**src/rtl/retire_stage_nw.sv**
```systemverilog
// retire_stage_nw: N-wide in-order retire, committed-store buffer, halt FSM.
// Ports: i_rob_* head entries in; o_retire_*/o_wr_* retire out; o_store2Dmem_* + i_Dmem_gnt store port.
module retire_stage_nw #(
  parameter int RETIRE_WIDTH = 2,
  parameter int SB_DEPTH     = 4,
  parameter int XLEN         = 32,
  parameter int PREG_BITS    = 6,
  parameter int AREG_BITS    = 5
) (
  input  logic                                  i_clk,
  input  logic                                  i_rst_n,
  input  logic [RETIRE_WIDTH-1:0]               i_rob_valid,
  input  logic [RETIRE_WIDTH-1:0][PREG_BITS-1:0] i_rob_t,
  input  logic [RETIRE_WIDTH-1:0][PREG_BITS-1:0] i_rob_t_old,
  input  logic [RETIRE_WIDTH-1:0][AREG_BITS-1:0] i_rob_dest_idx,
  input  logic [RETIRE_WIDTH-1:0][XLEN-1:0]     i_rob_result,
  input  logic [RETIRE_WIDTH-1:0][XLEN-1:0]     i_rob_rs2_value,
  input  logic [RETIRE_WIDTH-1:0][XLEN-1:0]     i_rob_NPC,
  input  logic [RETIRE_WIDTH-1:0]               i_rob_mispredict,
  input  logic [RETIRE_WIDTH-1:0]               i_rob_halt,
  input  logic [RETIRE_WIDTH-1:0]               i_rob_wr_mem,
  input  logic [RETIRE_WIDTH-1:0][1:0]          i_rob_mem_size,
  output logic [RETIRE_WIDTH-1:0]               o_retire_en,
  output logic [RETIRE_WIDTH-1:0][PREG_BITS-1:0] o_retire_t,
  output logic [RETIRE_WIDTH-1:0][PREG_BITS-1:0] o_retire_t_old,
  output logic [2:0]                            o_completed_insts,
  output logic [RETIRE_WIDTH-1:0]               o_wr_en,
  output logic [RETIRE_WIDTH-1:0][AREG_BITS-1:0] o_wr_idx,
  output logic [RETIRE_WIDTH-1:0][XLEN-1:0]     o_wr_data,
  output logic                                  o_flush,
  output logic [XLEN-1:0]                       o_branch_target,
  output logic [3:0]                            o_error_status,
  output logic [1:0]                            o_store2Dmem_command,
  output logic [1:0]                            o_store2Dmem_size,
  output logic [XLEN-1:0]                       o_store2Dmem_addr,
  output logic [XLEN-1:0]                       o_store2Dmem_data,
  input  logic                                  i_Dmem_gnt
);

  localparam int PW = $clog2(SB_DEPTH);
  localparam int CW = PW + 1;
  localparam logic [1:0] BUS_NONE  = 2'd0;
  localparam logic [1:0] BUS_STORE = 2'd2;
  localparam logic [3:0] NO_ERROR      = 4'ha;
  localparam logic [3:0] HALTED_ON_WFI = 4'he;

  typedef enum logic [1:0] {S_RUN, S_DRAIN, S_HALTED} state_t;

  state_t          r_state;
  logic [PW-1:0]   r_head;
  logic [PW-1:0]   r_tail;
  logic [CW-1:0]   r_sb_count;
  logic [XLEN-1:0] r_sb_addr [SB_DEPTH];
  logic [XLEN-1:0] r_sb_data [SB_DEPTH];
  logic [1:0]      r_sb_size [SB_DEPTH];

  logic [RETIRE_WIDTH-1:0]         w_en;
  logic [RETIRE_WIDTH-1:0]         w_push;
  logic [RETIRE_WIDTH-1:0][PW-1:0] w_slot;
  logic [CW-1:0]                   w_push_cnt;
  logic [CW-1:0]                   w_count_next;
  logic                            w_pop;
  logic                            w_halt;
  logic                            w_flush;
  logic [XLEN-1:0]                 w_target;
  logic                            w_unused;

  assign w_unused = ^i_rob_NPC;

  // Prefix walk: a way retires only if every older way retired,
  // none of them ends the group, and the store credit still holds.
  // Credit is the registered free count; a same-cycle pop adds none.
  always_comb begin
    int  free;
    int  stores;
    logic ok;
    w_en     = '0;
    w_push   = '0;
    w_slot   = '0;
    w_halt   = 1'b0;
    w_flush  = 1'b0;
    w_target = '0;
    free     = SB_DEPTH - int'(r_sb_count);
    stores   = 0;
    ok       = i_rst_n && (r_state == S_RUN);
    for (int i = 0; i < RETIRE_WIDTH; i++) begin
      w_slot[i] = r_tail + PW'(stores);
      if (ok && i_rob_valid[i] &&
          (stores + int'(i_rob_wr_mem[i]) <= free)) begin
        w_en[i]   = 1'b1;
        w_push[i] = i_rob_wr_mem[i];
        stores    = stores + int'(i_rob_wr_mem[i]);
        if (i_rob_mispredict[i]) begin
          w_flush  = 1'b1;
          w_target = i_rob_result[i];
        end
        if (i_rob_halt[i]) w_halt = 1'b1;
        ok = !i_rob_mispredict[i] && !i_rob_halt[i];
      end else begin
        ok = 1'b0;
      end
    end
    w_push_cnt = CW'(stores);
  end

  assign w_pop        = (r_sb_count != '0) && i_Dmem_gnt;
  assign w_count_next = r_sb_count + w_push_cnt - CW'(w_pop);

  always_ff @(posedge i_clk) begin
    if (!i_rst_n) begin
      r_state    <= S_RUN;
      r_head     <= '0;
      r_tail     <= '0;
      r_sb_count <= '0;
    end else begin
      r_tail     <= r_tail + PW'(w_push_cnt);
      r_sb_count <= w_count_next;
      if (w_pop) r_head <= r_head + PW'(1);
      unique case (r_state)
        S_RUN:    if (w_halt) r_state <= S_DRAIN;
        S_DRAIN:  if (w_count_next == '0) r_state <= S_HALTED;
        default:  r_state <= S_HALTED;
      endcase
    end
  end

  always_ff @(posedge i_clk) begin
    for (int i = 0; i < RETIRE_WIDTH; i++) begin
      if (w_push[i]) begin
        r_sb_addr[w_slot[i]] <= i_rob_result[i];
        r_sb_data[w_slot[i]] <= i_rob_rs2_value[i];
        r_sb_size[w_slot[i]] <= i_rob_mem_size[i];
      end
    end
  end

  always_comb begin
    o_wr_en = '0;
    for (int i = 0; i < RETIRE_WIDTH; i++)
      o_wr_en[i] = w_en[i] && (i_rob_dest_idx[i] != '0);
  end

  assign o_retire_en       = w_en;
  assign o_completed_insts = 3'($countones(w_en));
  assign o_retire_t        = i_rst_n ? i_rob_t : '0;
  assign o_retire_t_old    = i_rst_n ? i_rob_t_old : '0;
  assign o_wr_idx          = i_rst_n ? i_rob_dest_idx : '0;
  assign o_wr_data         = i_rst_n ? i_rob_result : '0;
  assign o_flush           = w_flush;
  assign o_branch_target   = w_target;
  assign o_error_status    = (r_state == S_HALTED) ? HALTED_ON_WFI
                                                   : NO_ERROR;

  always_comb begin
    o_store2Dmem_command = BUS_NONE;
    o_store2Dmem_size    = '0;
    o_store2Dmem_addr    = '0;
    o_store2Dmem_data    = '0;
    if (r_sb_count != '0) begin
      o_store2Dmem_command = BUS_STORE;
      o_store2Dmem_size    = r_sb_size[r_head];
      o_store2Dmem_addr    = r_sb_addr[r_head];
      o_store2Dmem_data    = r_sb_data[r_head];
    end
  end

endmodule

```
**config.mk**
```make
export PLATFORM = sky130hd
export DESIGN_NAME = retire_stage_nw
export DESIGN_NICKNAME = d
export VERILOG_FILES = /design/src/rtl/retire_stage_nw.sv
export SDC_FILE = /design/constraint.sdc
export NUM_CORES = 1
export LEC_CHECK = 0
export CAP_MARGIN = 20
export CELL_PAD_IN_SITES_DETAIL_PLACEMENT = 0
export CELL_PAD_IN_SITES_GLOBAL_PLACEMENT = 2
export CORE_MARGIN = 2
export CORE_UTILIZATION = 35
export CTS_CLUSTER_DIAMETER = 100
export DETAILED_ROUTE_END_ITERATION = 10
export MAX_ROUTING_LAYER = met4
export PLACE_DENSITY_LB_ADDON = 0.1
export SLEW_MARGIN = 30
export SYNTH_ARGS = -nofsm -noshare
export SYNTH_HDL_FRONTEND = slang
export SYNTH_SLANG_ARGS = --single-unit
```
**constraint.sdc**
```tcl
create_clock -name i_clk -period 30 [get_ports i_clk]
set_input_delay 7.5 -clock i_clk [delete_from_list [all_inputs] [get_ports i_clk]]
set_output_delay 7.5 -clock i_clk [all_outputs]
set_load 0.01 [all_outputs]
```
== After elaboration in Yosys (flattened, before gate mapping) ==
Memories as Yosys holds them, arrays and structs flattened. A register that Yosys moved wholly into a read port is not among the register bits.
Index checks and enable logic that the tools add are counted.
W data, S select, Z words.

* Input bits: 241
* Memory bits (writable): 264
* Flip-flop bits (word level): 9
* Memories kept: 3
* Bits in read-only memories: 0
* Output and inout port bits: 210
* Latch bits: 0
* Logic and storage cells: 79

* Muxes and demuxes: 41
* $mul: 0
* Bitwise logic cells: 0
* Divide/modulo/power cells: 0
* $add $sub $neg: 8
* Shifts and indexed selects: 0
* Reduce and logical (&&, ||, !) cells: 17
* $lt $le $gt $ge: 2
* Equal/unequal tests: 4

{| class="wikitable"
|+ Memory list
! memory !! words !! width !! rd ports !! clocked after Yosys merged registers in !! wr ports !! line !! RTL
|-
| r_sb_addr || 4 || 32 || 1 || 1 || 2 || 53 || <nowiki>logic [XLEN-1:0] r_sb_addr [SB_DEPTH];</nowiki>
|-
| r_sb_data || 4 || 32 || 1 || 1 || 2 || 54 || <nowiki>logic [XLEN-1:0] r_sb_data [SB_DEPTH];</nowiki>
|-
| r_sb_size || 4 || 2 || 1 || 1 || 2 || 55 || <nowiki>logic [1:0] r_sb_size [SB_DEPTH];</nowiki>
|}

{| class="wikitable"
|+ Operators with widths
! operator !! number
|-
| $mux W32 || 6
|-
| $mux W64 || 1
|-
| $le A32 B4 Y1 || 1
|-
| $mux W12 || 2
|-
| $mux W2 || 10
|-
| $mux W1 || 18
|-
| $mux W10 || 1
|-
| $reduce_bool A5 Y1 || 2
|-
| $logic_and A1 B1 Y1 || 9
|-
| $mux W3 || 2
|-
| $add A1 B1 Y2 || 2
|-
| $add A2 B2 Y2 || 2
|-
| $le A2 B4 Y1 || 1
|-
| $ne A2 B2 Y1 const B || 2
|-
| $pmux W2 S2 || 1
|-
| $sub A3 B3 Y4 const A || 1
|-
| $add A3 B3 Y3 || 1
|-
| $logic_not A3 Y1 || 1
|-
| $reduce_bool A3 Y1 || 1
|-
| $sub A3 B1 Y3 || 1
|-
| $add A2 B1 Y2 const B || 1
|-
| $eq A2 B1 Y1 const B || 1
|-
| $eq A2 B2 Y1 const B || 1
|-
| $logic_not A1 Y1 || 2
|-
| other kinds (2) || 2
|}

== Logic depth before layout (Yosys ltp) ==
Gate-level depths: netlist of the first run.

* Depth after elaboration: 14
* Mapped depth: 24
* Depth with buffers taken out: 24

== Worst setup path after synthesis of the first run ==
No wires, ideal clock.

* Kind: input to output
* Start: input i_rob_wr_mem[0]
* End: output o_branch_target[10]
* Stages: 15
* Slack: 12058 ps
* Path buffers: 3
* Arrival time: 10442 ps
* Required time: 22500 ps
* Cell sequence: clkbuf_1 inv_1 ha_1 or4b_4 nand3_4 inv_2 and3_1 ha_1 nor2b_1 o211ai_1 and3_4 and2_1 buf_2 buf_6 a22o_1

* Cells in the longest elaborated chain, start to end: 7
* Elaborated cells on any way between the ends: 11
* Classes of those cells: add/sub (1); order compare (2); mux (5); reduce/logical (3)

{| class="wikitable"
|+ Ends and longest elaborated chain
! what !! line !! RTL
|-
| from (decl) || 21 || <nowiki>input logic [RETIRE_WIDTH-1:0] i_rob_wr_mem,</nowiki>
|-
| $le A2 B4 Y1 || 89 || <nowiki>(stores + int'(i_rob_wr_mem[i]) <= free)) begin</nowiki>
|-
| $logic_and A1 B1 Y1 || 88 || <nowiki>if (ok && i_rob_valid[i] &&</nowiki>
|-
| $mux W1 || 88 ||
|-
| $add A1 B1 Y2 || n/a ||
|-
| $le A32 B4 Y1 || 89 ||
|-
| $logic_and A1 B1 Y1 || 88 ||
|-
| $mux W32 * || 88 ||
|-
| to (decl) || 31 || <nowiki>output logic [XLEN-1:0] o_branch_target,</nowiki>
|}

Mark *: on every way between the ends. The rest lies on a longest branch, timed or not.

== Worst setup path after layout of the first run ==
* Start: input i_rob_wr_mem[0]
* End: output o_branch_target[11]

Same word-level chain as after synthesis.

==> results.ini, run 1 <==
[timing]
skew_ns = 0.0174
worstMarginPinSlew_ns = 0.925
clock.fmax_mhz = 51.4
finalHoldViolCount = 0
rsz0062_at_grt = no
final.setup.tns_ns = 0
relSlewSlack_pct = 38.3
period_share_pct = 64.9
drv_slew = 0
setup-violations-final = 0
layout_min_cycle_time_ns = 19.46
holdWs_ns = 0.524

[worst_hold_path]
hold_path_class = reg2reg

[cells_and_area]
area_growth_pct = 34.1
fin_cells = 1936
final_nets = 1583
drive_above_1_share_pct = 29.2
design_area_sq_mm = 0.0204

[routing]
dr.pass1.iters = 4
wl_per_cell_um = 22.6
drtIter0Drc = 476
ant_nets = 0
routed_wl_um = 43700
num_vias = 9581
vias_per_cell = 4.95
drc = 0

[yosys]
syn_avg_cell_area_sq_um = 15.6
syn_area_sq_mm = 0.0152
postSynth.asyncResetShare_pct = 0
synth_area_leaders = edfxtp_1 (52%), mux2_2 (16%), mux4_2 (9.8%), and2_1 (7.1%), mux2_4 (4.0%)
synth-main-ff-cell = edfxtp_1
ys_top_cells_by_count = edfxtp_1 (264), mux2_2 (216), and2_1 (173)
synth.most_common_cell = edfxtp_1
ys_ff_latch = 275
synth_area_leader_cell = edfxtp_1
synth_cell_types = 47
synth_edf_count = 264
yosys_warnings = 0
ys_seq_area_share_pct = 53.6
synth_top_area_share_pct = 52.1
synthCells = 972

[power]
clkPwrFrac_pct = 27.9
switching_share_pct = 28.7
power_frac_comb_pct = 33.7
intPower_w = 0.000854
power_frac_seq_pct = 38.4
ir_drop_mv = 0.0384
powerDensity_mw_per_mm2 = 58.8
switching_power_w = 0.000344
leakage_nw = 6.86

[cts]
cts_htree_levels = 1
clk_latency_ns = 0.58
tritoncts = built
postCtsHoldBufs = 0
cts_inserted_buffers = 31
cts_root_buffer = clkbuf_16
clk_pin_slew_worst_paths_ns = 0.05
clock_path_buffers = 3
post_cts_resized = 0
clkSinkCount = 275
post-cts-setup-buffers = 0

[worst_setup_path]
cpMaxStageDelayCell = clkdlybuf4s50_1
critPathMaxStageDelay_ns = 0.77
cp_cell_sequence = clkdlybuf4s50_1 -> inv_1 -> ha_1 -> or4b_4 -> nand3_4 -> inv_2 -> and3_1 -> ha_1 -> nor2b_1 -> o211ai_1 -> and3_4 -> and2_1 -> buf_4 -> a22o_1 -> clkdlybuf4s50_1
crit_type = in2out
critical_path.startpoint_type = primary input
endpoint_kind = output pin
crit_arrival_ns = 11.96
cp_max_fo = 32
cp.required_ns = 22.50

[placed_design]
dp_cells = 1883
gp_congestion = 0.740
numPortBuffers = 381
dpl-instance-area_sq_mm = 0.0195
dpl.hpwl_um = 26600

[outcome]
status = finished clean

[global_route]
track_usage_pct = 19.7
antenna_found_initial = 3
grt_pass1_vias = 10134
grt_max_degree = 110
grt_pass1_wl_um = 64300
overflow = 0

[floorplan]
die_h_um = 212
num_io_pins = 451
dieArea_sq_mm = 0.0451
die_x_um = 212
start_util_pct = 35.4
rows = 76
core_area_sq_mm = 0.0430

[job]
cap_violations = 0

## critical path, delay by kind of cell
family | cells | cell delay, ns
compound gates | 2 | 0.42
fa+ha+maj | 2 | 0.59
buf+inv | 5 | 1.92
simple gates | 6 | 1.48
## state kept, by name, indices dropped and copies added (netlist names), named ones only
name / flops
r_sb_data: 128
r_tail: 2
r_sb_addr: 128
r_sb_size: 8
r_head: 2
r_state: 2
r_sb_count: 3
## cell usage in the layout (no fill, tap or decap), drive strengths merged, types with 2 or more instances in the layout
master / Yosys / final
xor2: 4 / 4
dfxtp: 11 / 11
xnor2: 5 / 5
nand3: 2 / 2
conb: 2 / 5
mux2: 264 / 264
nor2b: 4 / 4
edfxtp: 264 / 264
and3: 4 / 4
clkbuf: 29 / 38
mux4: 66 / 66
diode: 0 / 3
buf: 46 / 18
clkinv: 0 / 10
nor3: 3 / 3
and2: 173 / 173
or4: 2 / 2
inv: 10 / 11
a21oi: 3 / 3
nor3b: 2 / 2
nor2: 6 / 6
and3b: 2 / 2
clkdlybuf4s50: 0 / 380
o21ai: 5 / 5
nand2: 8 / 8
nand2b: 3 / 3
ha: 10 / 10
a22o: 33 / 33
## power by group through the flow
stage	Clock [W]	Combinational, W	Sequential [W]
final	0.000334	0.000404	0.000460
after global placement	0	0.000413	0.000469
after global routing	0.000357	0.000438	0.000464
after CTS	0.000343	0.000415	0.000462
after floorplan	0	0.000220	0.000454
after detailed placement	0	0.000412	0.000470
## metrics by stage
stage	power (W)	worst slack [ns]	utilization, %
2_1_floorplan	0.000674	12.06	-
3_3_place_gp	0.000883	10.49	45.4
3_5_place_dp	0.000882	10.53	45.4
4_1_cts	0.00122	10.51	47.4
5_1_grt	0.00126	10.28	47.4
6_report	0.00120	10.54	47.4
## layer usage
| layer | wire [um] | vias to the layer above | track usage [%] |
|---|---|---|---|
| li1 | - | 4462 | - |
| met1 | 18800 | 4864 | 24.4 |
| met2 | 22200 | 206 | 33.8 |
| met3 | 2080 | 49 | 4.00 |
| met4 | 671 | 0 | 3.30 |
| met5 | 0 | - | - |
## final timing paths
| path | cells after the start | slack (ns) | startpoint | endpoint |
|---|---|---|---|---|
| worst min register to register | 1 | 0.52 | r_state[1] | r_state[1] |
| worst max-delay path | 15 | 10.54 | i_rob_wr_mem[0] | o_branch_target[11] |
| worst max register to register | 14 | 24.67 | r_sb_count[0] | r_sb_data[1][20] |
| worst min-delay path | 1 | 0.52 | r_state[1] | r_state[1] |
## kinds of logic after synthesis
logic type | synth area share, %
compound gates | 2.48
xor+xnor | 0.518
fa+ha+maj | 1.02
buf+inv | 3.20
flops | 53.6
mux | 30.3
other cells | 0.0494
simple gates | 8.82
## area by class of cell
class	count	area, sq um
well taps	585	732
diodes	3	7.51
clock inverters	12	55.1
clock buffers	38	802
flip-flops and latches	275	8160
inverters	10	37.5
repair buffers	398	3940
multi-input cells	615	6650
fillers	3898	22600
Note: power is estimated with default switching activity, not from simulation.
==> inputs of run 2 (changes only) <==
--- a/config.mk
+++ b/config.mk
@@ -9,7 +9,7 @@
 export CELL_PAD_IN_SITES_DETAIL_PLACEMENT = 0
 export CELL_PAD_IN_SITES_GLOBAL_PLACEMENT = 2
 export CORE_MARGIN = 2
-export CORE_UTILIZATION = 35
+export CORE_UTILIZATION = 30
 export CTS_CLUSTER_DIAMETER = 100
 export DETAILED_ROUTE_END_ITERATION = 10
 export MAX_ROUTING_LAYER = met4
==> constraint.sdc (replaced) <==
create_clock -name i_clk -period 17.8 [get_ports i_clk]
set_input_delay 4.45 -clock i_clk [delete_from_list [all_inputs] [get_ports i_clk]]
set_output_delay 4.45 -clock i_clk [all_outputs]
set_load 0.01 [all_outputs]
==> run 2 against run 1 <==
Effect of this change:
- sequential share of layout area shrank 0.66 points
- first-iteration DRC count down 21%
- sequential power grew 69%
- critical path depth is the same
- via count grew 0.92%
- core utilization decreased by 6.0 points
- power rose by 78%
- count of clock-buffer cells in the layout increased by 4
- largest power group unchanged
==> results.ini, run 2 (synthesis results as in run 1) <==
[outcome]
status = finished clean

[timing]
finalHoldViolCount = 0
final.setup.tns_ns = 0
period_share_pct = 75.1
relSlewSlack_pct = 37.3
skew_ns = 0.00988
worstMarginPinSlew_ns = 0.940
setup-violations-final = 0
layout_min_cycle_time_ns = 13.37
rsz0062_at_grt = no
drv_slew = 0
clock.fmax_mhz = 74.8

[power]
switching_share_pct = 28.2
clkPwrFrac_pct = 31.5
power_frac_comb_pct = 32.1
switching_power_w = 0.000601
intPower_w = 0.00153
ir_drop_mv = 0.0602
power_frac_seq_pct = 36.5
leakage_nw = 6.98
powerDensity_mw_per_mm2 = 103

[cts]
clock_path_buffers = 3
post_cts_resized = 0
cts_inserted_buffers = 35
cts_root_buffer = clkbuf_16
clk_latency_ns = 0.53
clk_pin_slew_worst_paths_ns = 0.05
tritoncts = built
post-cts-setup-buffers = 0
clkSinkCount = 275
cts_htree_levels = 2
postCtsHoldBufs = 0

[cells_and_area]
fillers = 4767
mostFrequentLayoutCell = clkdlybuf4s50_1
area_growth_pct = 36.3
drive_above_1_share_pct = 29.6
final_nets = 1588
design_area_sq_mm = 0.0207
mostFrequentLayoutCells = clkdlybuf4s50_1 (380), edfxtp_1 (264), mux2_2 (216)

[routing]
ant_nets = 0
vias_per_cell = 4.76
drtIter0Drc = 376
num_vias = 9669
routed_wl_um = 45800
wl_per_cell_um = 22.5
drc = 0
dr.pass1.iters = 4

[floorplan]
rows = 82
start_util_pct = 30.4
core_area_sq_mm = 0.0501
num_io_pins = 451
dieArea_sq_mm = 0.0525
die_h_um = 229
die_x_um = 229

[global_route]
track_usage_pct = 17.9
grt_pass1_vias = 10510
overflow = 0
antenna_found_initial = 1
grt_pass1_wl_um = 68100
grt_max_degree = 111

[worst_setup_path]
cpMaxStageDelayCell = clkdlybuf4s50_1
critical_path.startpoint_type = primary input
crit_arrival_ns = 8.92
critPathMaxStageDelay_ns = 0.75
cp_max_fo = 33
cp_cell_sequence = clkdlybuf4s50_1 -> inv_1 -> ha_1 -> or4b_4 -> nand3_4 -> inv_2 -> and3_1 -> ha_1 -> nor2b_1 -> o211ai_1 -> and3_4 -> and2_1 -> buf_4 -> a22o_1 -> clkdlybuf4s50_1
cp.required_ns = 13.35
crit_type = in2out
endpoint_kind = output pin

[placed_design]
gp_congestion = 0.714
dpl-instance-area_sq_mm = 0.0196
dpl.hpwl_um = 27900
numPortBuffers = 381

[job]
cap_violations = 0

[worst_hold_path]
hold_path_class = reg2reg

-- run 2: cell type report --
cell class / instances / area, sq um / area share [%]
Sequential cell: 275 / 8160 / 39.4
Multi-Input combinational cell: 615 / 6650 / 32.1
Timing Repair Buffer: 399 / 3970 / 19.1
Clock buffer: 42 / 945 / 4.56
Tap cell: 672 / 841 / 4.06
Clock inverter: 18 / 124 / 0.598
Inverter: 10 / 37.5 / 0.181
Antenna cell: 1 / 2.50 / 0.0121
-- run 2: through the flow --
stage                     total power, W  util [%]  setup slack, ns  hold WS [ns]  instances
after floorplan                  0.00114         -             5.27         0.472        975
after global placement           0.00150      39.2             4.40         0.519       1970
after detailed placement         0.00149      39.2             4.42         0.509       1970
after CTS                        0.00218      41.3             4.40         0.528       2030
after global routing             0.00224      41.4             4.20         0.565       2032
final                            0.00213      41.4             4.43         0.522       2032
-- run 2: final timing paths --
check | startpoint | end | slack (ns) | cells past startpoint
worst max-delay path | i_rob_wr_mem[0] | o_branch_target[14] | 4.43 | 15
worst min-delay path | r_state[1] | r_state[1] | 0.52 | 1
worst max register to register | r_sb_count[0] | r_sb_size[1][1] | 12.40 | 14
worst min register to register | r_state[1] | r_state[1] | 0.52 | 1
-- run 2: worst max-delay path: cells and delay by family --
family	cells	cell delay [ns]
buffers and inverters	5	1.91
and+or+nand+nor	6	1.47
adders and majority gates	2	0.59
AOI/OAI and AO/OA	2	0.42
-- run 2: layer usage --
layer,up-vias,track usage [%],part of all wire (%)
li1,4475,-,-
met1,4937,21.6,43
met2,214,30.5,50
met3,43,3.78,4.6
met4,0,4.26,1.6
met5,-,-,0
-- run 2: power groups by stage --
stage / registers, W / logic [W] / clock network, W
after floorplan: 0.000765 / 0.000371 / 0
after global placement: 0.000794 / 0.000704 / 0
after detailed placement: 0.000793 / 0.000699 / 0
after CTS: 0.000780 / 0.000704 / 0.000692
after global routing: 0.000784 / 0.000742 / 0.000712
final: 0.000778 / 0.000684 / 0.000671
==> inputs of run 3 (changes only) <==
==> constraint.sdc (replaced) <==
create_clock -name i_clk -period 11 [get_ports i_clk]
set_input_delay 2.75 -clock i_clk [delete_from_list [all_inputs] [get_ports i_clk]]
set_output_delay 2.75 -clock i_clk [all_outputs]
set_load 0.01 [all_outputs]
==> run 3 against run 2 <==
Effect of this change:
- die area is the same
- combinational power grew 62%
- count of clock-buffer cells in the layout grew 7
- wire length shrank 0.18%
- setup slack lost 3.4 ns
- register-to-register slack lost 6.7 ns
- critical endpoint is now o_branch_target[6]
==> results.ini, run 3 (synthesis results as in run 1) <==
[timing]
layout_min_cycle_time_ns = 9.98
period_share_pct = 90.7
worstMarginPinSlew_ns = 0.815
fin_ws_ns = 1.02
clock.fmax_mhz = 100
rsz0062_at_grt = no
final.setup.tns_ns = 0
setup-violations-final = 0
skew_ns = 0.0145
relSlewSlack_pct = 45.6
drv_slew = 0
finalHoldViolCount = 0

[cts]
cts_htree_levels = 2
post-cts-setup-buffers = 0
tritoncts = built
postCtsHoldBufs = 0
clock_path_buffers = 3
cts_inserted_buffers = 35
post_cts_resized = 0
clk_latency_ns = 0.52
clkSinkCount = 275
cts_root_buffer = clkbuf_16
clk_pin_slew_worst_paths_ns = 0.06

[job]
cap_violations = 0

[power]
ir_drop_mv = 0.0802
power_frac_seq_pct = 36.7
switching_share_pct = 28.4
powerDensity_mw_per_mm2 = 166
clkPwrFrac_pct = 31.0
switching_power_w = 0.000976
intPower_w = 0.00246
power_frac_comb_pct = 32.3
leakage_nw = 6.98

[routing]
drtIter0Drc = 438
drc = 0
dr.pass1.iters = 4
ant_nets = 0
routed_wl_um = 45700
num_vias = 9675
wl_per_cell_um = 22.4
vias_per_cell = 4.75

[global_route]
gr-usage-met1_pct = 22.2
grt_pass1_wl_um = 68800
grt_max_degree = 110
grtUsageMet3_pct = 4.13
globalRoute.busiestLayer = met2
antenna_found_initial = 3
met2_usage_pct = 29.8
overflow = 0
grt_pass1_vias = 10491
track_usage_pct = 17.9

[cells_and_area]
fin_cells = 2037
drive_above_1_share_pct = 29.8
area_growth_pct = 36.2
final_nets = 1589
fillers = 4767
mostFrequentLayoutCell = clkdlybuf4s50_1
mostFrequentLayoutCells = clkdlybuf4s50_1 (380), edfxtp_1 (264), mux2_2 (216)

[floorplan]
rows = 82
start_util_pct = 30.4
core_area_sq_mm = 0.0501
die_x_um = 229
dieArea_sq_mm = 0.0525
num_io_pins = 451
die_h_um = 229

[worst_setup_path]
cp.required_ns = 8.25
crit_arrival_ns = 7.23
crit_type = in2out
cp_max_fo = 33
critical_path.startpoint_type = primary input
endpoint_kind = output pin

[placed_design]
gp_congestion = 0.713
dpl.hpwl_um = 28300
pre_cts_ws_ns = 1.03
dp_cells = 1971
numPortBuffers = 381

[worst_hold_path]
hold_path_class = reg2reg

[outcome]
status = finished clean

==> run 3: changes by cell type in the layout (fill, tap and decap cells not counted), sizes merged <==
cell	previous run	this run
buf	19	20
clkbuf	42	49
clkinv	16	9
diode	1	4
inv	10	11
==> run 3: power by group through the flow <==
stage	Combinational (W)	Clock, W	Sequential (W)
3_5_place_dp	0.00113	0	0.00129
6_report	0.00111	0.00107	0.00126
2_1_floorplan	0.000600	0	0.00124
4_1_cts	0.00114	0.00110	0.00127
5_1_grt	0.00120	0.00114	0.00127
3_3_place_gp	0.00113	0	0.00129
==> run 3: cell type report <==
| class | count | area, sq um | share of cell area, % |
|---|---|---|---|
| diodes | 4 | 10.0 | 0.0483 |
| flip-flops and latches | 275 | 8160 | 39.4 |
| inverters | 10 | 37.5 | 0.181 |
| repair buffers | 400 | 3980 | 19.2 |
| clock inverters | 12 | 111 | 0.538 |
| multi-input cells | 615 | 6650 | 32.1 |
| clock buffers | 49 | 928 | 4.48 |
| well taps | 672 | 841 | 4.06 |
==> run 3: path summary, 6_finish.rpt <==
check,start,end,slack [ns],cells after the start
max,i_rob_wr_mem[0],o_branch_target[6],1.02,15
min,r_state[1],r_state[1],0.52,1
max reg2reg,r_sb_count[0],r_state[0],5.71,23
min reg2reg,r_state[1],r_state[1],0.52,1
==> run 3: stage by stage <==
step                      area [sq um]  power, W  utilization [%]  hold slack, ns
after floorplan                  15200   0.00184                -           0.472
after global placement           19600   0.00242             39.2           0.510
after detailed placement         19600   0.00242             39.2           0.509
after CTS                        20700   0.00350             41.3           0.530
after global routing             20700   0.00362             41.4           0.574
final                            20700   0.00344             41.4           0.522
==> run 3: critical path, stage by stage <==
cell             delay [ns]
clkdlybuf4s50_1        0.76
inv_1                  0.11
ha_1                   0.31
or4b_4                 0.50
nand3_4                0.23
inv_2                  0.13
and3_1                 0.21
ha_1                   0.28
nor2b_1                0.15
o211ai_1               0.23
and3_4                 0.25
and2_1                 0.12
buf_4                  0.37
a22o_1                 0.22
clkdlybuf4s50_1        0.54
==> run 3: per-layer routing <==
layer,vias up,share of wire [%]
met5,-,0
li1,4478,-
met3,40,5.2
met4,0,1.3
met1,4936,44
met2,221,50
